--- src/rtl/digit_serial_adder.sv ---
// rtl/digit_serial_adder.sv - digit-serial a+b+cin adder with sum, carry-out, group propagate and generate
module digit_serial_adder #(
    parameter int n = 16,
    parameter int k = 4
) (
    input  logic         clk,
    input  logic         rst,
    input  logic         start,
    input  logic         cin,
    input  logic [n-1:0] a,
    input  logic [n-1:0] b,
    output logic         busy,
    output logic         done,
    output logic [n-1:0] s,
    output logic         cout,
    output logic         prop,
    output logic         gen
);

    localparam int D  = n / k;
    localparam int CW = (D > 1) ? $clog2(D) : 1;
    localparam logic [CW-1:0] LAST = CW'(D - 1);

    typedef enum logic {IDLE, RUN} state_t;

    state_t        state;
    logic [n-1:0]  a_sh;
    logic [n-1:0]  b_sh;
    logic [n-1:0]  sum_sh;
    logic          c1;
    logic          c0;
    logic          p;
    logic [CW-1:0] cnt;

    logic [k-1:0]  ad;
    logic [k-1:0]  bd;
    logic [k:0]    dsum1;
    logic [k:0]    dsum0;
    logic [n-1:0]  sum_next;
    logic          p_next;

    assign ad     = a_sh[k-1:0];
    assign bd     = b_sh[k-1:0];
    assign dsum1  = {1'b0, ad} + {1'b0, bd} + {{k{1'b0}}, c1};
    assign dsum0  = {1'b0, ad} + {1'b0, bd} + {{k{1'b0}}, c0};
    assign p_next = p & (&(ad ^ bd));
    // New digit enters at the MSB end; the widened shift also covers k == n.
    assign sum_next = n'({dsum1[k-1:0], sum_sh} >> k);

    always_ff @(posedge clk or posedge rst) begin
        if (rst) begin
            state  <= IDLE;
            busy   <= 1'b0;
            done   <= 1'b0;
            a_sh   <= '0;
            b_sh   <= '0;
            sum_sh <= '0;
            c1     <= 1'b0;
            c0     <= 1'b0;
            p      <= 1'b0;
            cnt    <= '0;
            s      <= '0;
            cout   <= 1'b0;
            prop   <= 1'b0;
            gen    <= 1'b0;
        end else begin
            done <= 1'b0;
            case (state)
                IDLE: begin
                    if (start) begin
                        a_sh   <= a;
                        b_sh   <= b;
                        sum_sh <= '0;
                        c1     <= cin;
                        c0     <= 1'b0;
                        p      <= 1'b1;
                        cnt    <= '0;
                        busy   <= 1'b1;
                        state  <= RUN;
                    end
                end
                RUN: begin
                    a_sh   <= a_sh >> k;
                    b_sh   <= b_sh >> k;
                    sum_sh <= sum_next;
                    c1     <= dsum1[k];
                    c0     <= dsum0[k];
                    p      <= p_next;
                    cnt    <= cnt + CW'(1);
                    if (cnt == LAST) begin
                        s     <= sum_next;
                        cout  <= dsum1[k];
                        gen   <= dsum0[k];
                        prop  <= p_next;
                        done  <= 1'b1;
                        busy  <= 1'b0;
                        cnt   <= '0;
                        state <= IDLE;
                    end
                end
            endcase
        end
    end

endmodule

--- config.mk ---
export PLATFORM = sky130hd
export DESIGN_NAME = digit_serial_adder
export DESIGN_NICKNAME = d
export VERILOG_FILES = /design/src/rtl/digit_serial_adder.sv
export SDC_FILE = /design/constraint.sdc
export NUM_CORES = 1
export LEC_CHECK = 0
export CAP_MARGIN = 20
export CORE_MARGIN = 5
export CORE_UTILIZATION = 40
export DETAILED_ROUTE_END_ITERATION = 8
export GPL_TIMING_DRIVEN = 0
export PLACE_DENSITY = 0.66
export SYNTH_ARGS = -nofsm -noshare
export SYNTH_HDL_FRONTEND = slang
export SYNTH_SLANG_ARGS = --single-unit
--- constraint.sdc ---
create_clock -name clk -period 5.64 [get_ports clk]
set_clock_uncertainty 0.1 [all_clocks]
set_input_delay 1.41 -clock clk [delete_from_list [all_inputs] [get_ports clk]]
set_output_delay 1.41 -clock clk [all_outputs]
set_load 0.02 [all_outputs]
==> summary.md <==
| Metric | Value |
|---|---|
| Status | completed |
| Startpoint types | flip-flop |
| Chip Height | 99.0 um |
| Leak Pwr | 1.85 nW |
| Reg2reg end | c0$_DFFE_PP0P_ |
| Cell total after placement | about 450 |
| Clock power share | 0.194 |
| Worst EP arrival | 1330 ps |
| Switching share of total power | 0.374 |
| CTS tree | yes |
| Vias in the first global route | 2437 |
| Post-cts sizing count | 0 |
| Ranking of synthesized cells by area | dfrtp_1, mux2i_1, nand2_1 |
| Pre-CTS setup slack | 2840 ps |
| Gr usage total | 0.158 |
| Hold Path End | s[11]$_DFFE_PP0P_ |
| Slowest stage cell on the critical path | clkdlybuf4s50_1 |
| Post-DR wirelength/cell | 15.9 um |
| Latest clock arrival within the worst-skew pair | 340 ps |
| Hold path depth | 2 |
| Clk buf depth | 2 |
| Area leader, netlist | dfrtp_1 |
| Post-CTS setup buffers | 0 |
| PnR worst setup slack | 2800 ps |
| Port Buf Inserts | 55 |
| Hold Buf Count CTS | 0 |
| Internal power | 1.32 mW |
| HP Class | flip-flop to flip-flop |
| Area Overhead vs Synth | 27.7% |
| Synth Instances | 292 |
| First-pass GRT wire length | 12200 um |
| DIE WIDTH | 99.0 um |
| Final instance area | 4050 um^2 |
| CTS buffer count | 9 |
| Clk slew on worst S/H paths | 70 ps |
| Maxcap violations | 0 |
| Non-filler cells, final | 464 |
| Switch Pwr | 787 uW |
| Crit path capture type | primary output |
| Top cell type's share of synthesized area | 0.560 |
| Layout cells sized above 1 | 0.105 |
| Drt drc | 0 |
| Unrepaired setup endpoints after global routing | no |
| Area occupied by multi-input gates | 1300 um^2 |
| WP data required | 4130 ps |
| Final min period | 2840 ps |
| FP Rows | 32 |
| Rel. slew slack | 0.418 |
| Buf+Inv Stages, Crit Path | 1 |
| Sequential Power Share | 0.395 |
| Worst r2r src | a_sh[0]$_DFFE_PP0P_ |
| Placed Area | about 3900 um^2 |
| WHS | 377 ps |
| CP Max Fanout | 3 |
| GR Overflow Total | 0 |
| Worst reg2reg path depth | 6 |
| Crit Path Class | flip-flop to primary output |
| Worst Max-Slew Pin Slew | 872 ps |
| Via Count | approximately 2.4k |
| FF+latch count, synth | 71 |
| Fin. Hold Viols | 0 |
| HPWL Detailed | 5180 um |
| TNS Setup | 0 ps |
| Initial Util | 0.410 |
| Placer congestion estimate | 0.843 |
| Num Clock Sinks | 71 |
| Critical path origin | busy$_DFFE_PP0P_ |
| Detailed Route WL | 7380 um |
| CP delay by family, top | buffers and inverters |
| Initial antenna violation count | 0 |
| Diode count | 0 |
| I/O pins | 57 |
| Avg Vias per Cell | a little over 5 |
| FF/Latch Area | 1780 um^2 |
| Sequential-to-total area share from yosys stat | 0.560 |
| Nets | roughly 400 |
| Root buffer cell | clkbuf_8 |
| Final setup viols | 0 |
| Yosys warnings | 0 |
| CP max stage delay | 620 ps |
| Filler Cells Inserted | 704 |
| Worst IR Drop VDD | 0.000187 V |
| Max-slew violation total from the final report | 0 |
| Most frequent cells in the layout | dfrtp_1, clkdlybuf4s50_1, nand2_1 |
| Drt pass-1 iters | 4 |
| Syn Area/Cell | 10.9 um^2 |
| Final antenna-violating net count | 0 |
| Combinational power share | 0.410 |
| Period utilisation layout | 0.504 |
| CP Cell Sequence | clkdlybuf4s50_1 |
| Die area | 9810 um^2 |
| DR iter-0 viols | 100 |
| Commonest non-fill, non-tap cell in the layout | dfrtp_1 |
| Yosys cell types | 40 |
| Syn Nets | 336 |
| R2R setup slack | 3250 ps |
| CTS H-Tree Depth | 3 |
| Hold path start | s[11]$_DFFE_PP0P_ |
| Power Dens Cells | 520 nW/um^2 |
| Core footprint | 7730 um^2 |
| Synth Cell Area | 3170 um^2 |
| Fmax | 0.352 GHz |
| Largest net degree at the start of global routing | 72 |
## worst max-delay path by stage
stage	endpoint	slack, ps	cells past startpoint
after floorplan	a_sh[0]$_DFFE_PP0P_	2330	1
after global placement	b_sh[4]$_DFFE_PP0P_	1130	2
after detailed placement	a_sh[14]$_DFFE_PP0P_	2840	5
after global routing	busy	2760	1
final	busy	2800	1
after CTS	busy	2780	1
## flip-flops by register name (all words and copies together), names as in the netlist, 2 cells and up
name,count
sum_sh,12
a_sh,16
cnt,2
s,16
b_sh,16
## synthesized netlist by cell type (all sizes together)
cell     instances
dfrtp           71
nand2           54
o21ai           39
mux2i           33
nor2            14
mux2            13
clkbuf          12
ha               7
inv              6
buf              5
o211ai           5
a21oi            4
nand3            3
a21o             2
and3             2
o2111ai          2
o22ai            2
a211oi           1
a21boi           1
a221oi           1
a22o             1
a31o             1
a31oi            1
and3b            1
and4             1
fa               1
nand2b           1
nor3             1
nor3b            1
o311a            1
o311ai           1
or3              1
or4              1
xnor2            1
xor2             1
## power groups by stage
stage	Sequential (mW)	Clock, mW	Combinational, mW
2_1_floorplan	0.889	0	0.485
3_3_place_gp	0.832	0	0.851
3_5_place_dp	0.841	0	0.868
4_1_cts	0.833	0.417	0.872
5_1_grt	0.858	0.443	0.960
6_report	0.831	0.409	0.864
## per-layer routing
metal | vias to the layer above | global-route usage | wire (um) | part of all wire
li1 | 1157 | - | - | -
met1 | 1145 | 0.214 | 3460 | 0.47
met2 | 42 | 0.249 | 3560 | 0.48
met3 | 10 | 0.0347 | 230 | 0.031
met4 | 0 | 0.0599 | 126 | 0.017
met5 | - | 0 | 0 | 0
## kinds of logic (layout without fill, tap and decap cells)
kind of cell / Yosys count / after routing / synth area share
multiplexers: 46 / 46 / 0.150
adder cells (fa/ha/maj): 8 / 8 / 0.0339
AO/OA/AOI/OAI: 62 / 62 / 0.115
AND/OR/NAND/NOR: 80 / 80 / 0.106
flip-flops: 71 / 71 / 0.560
XOR/XNOR: 2 / 2 / 0.00552
buffers and inverters: 23 / 93 / 0.0292
## stage by stage
stage	total power, mW	util
floorplan	1.37	-
global placement	1.68	0.498
detailed placement	1.71	0.499
CTS	2.12	0.524
global route	2.26	0.524
finish	2.10	0.524
## cell type report
cell class / instances / area share
plain buffers: 17 / 0.0173
well taps: 102 / 0.0315
repair buffers: 55 / 0.136
inverters: 6 / 0.00618
clock buffers: 12 / 0.0383
flip-flops and latches: 71 / 0.439
clock inverters: 3 / 0.0105
multi-input cells: 198 / 0.322
No activity file was read; power rests on OpenSTA's default activity.
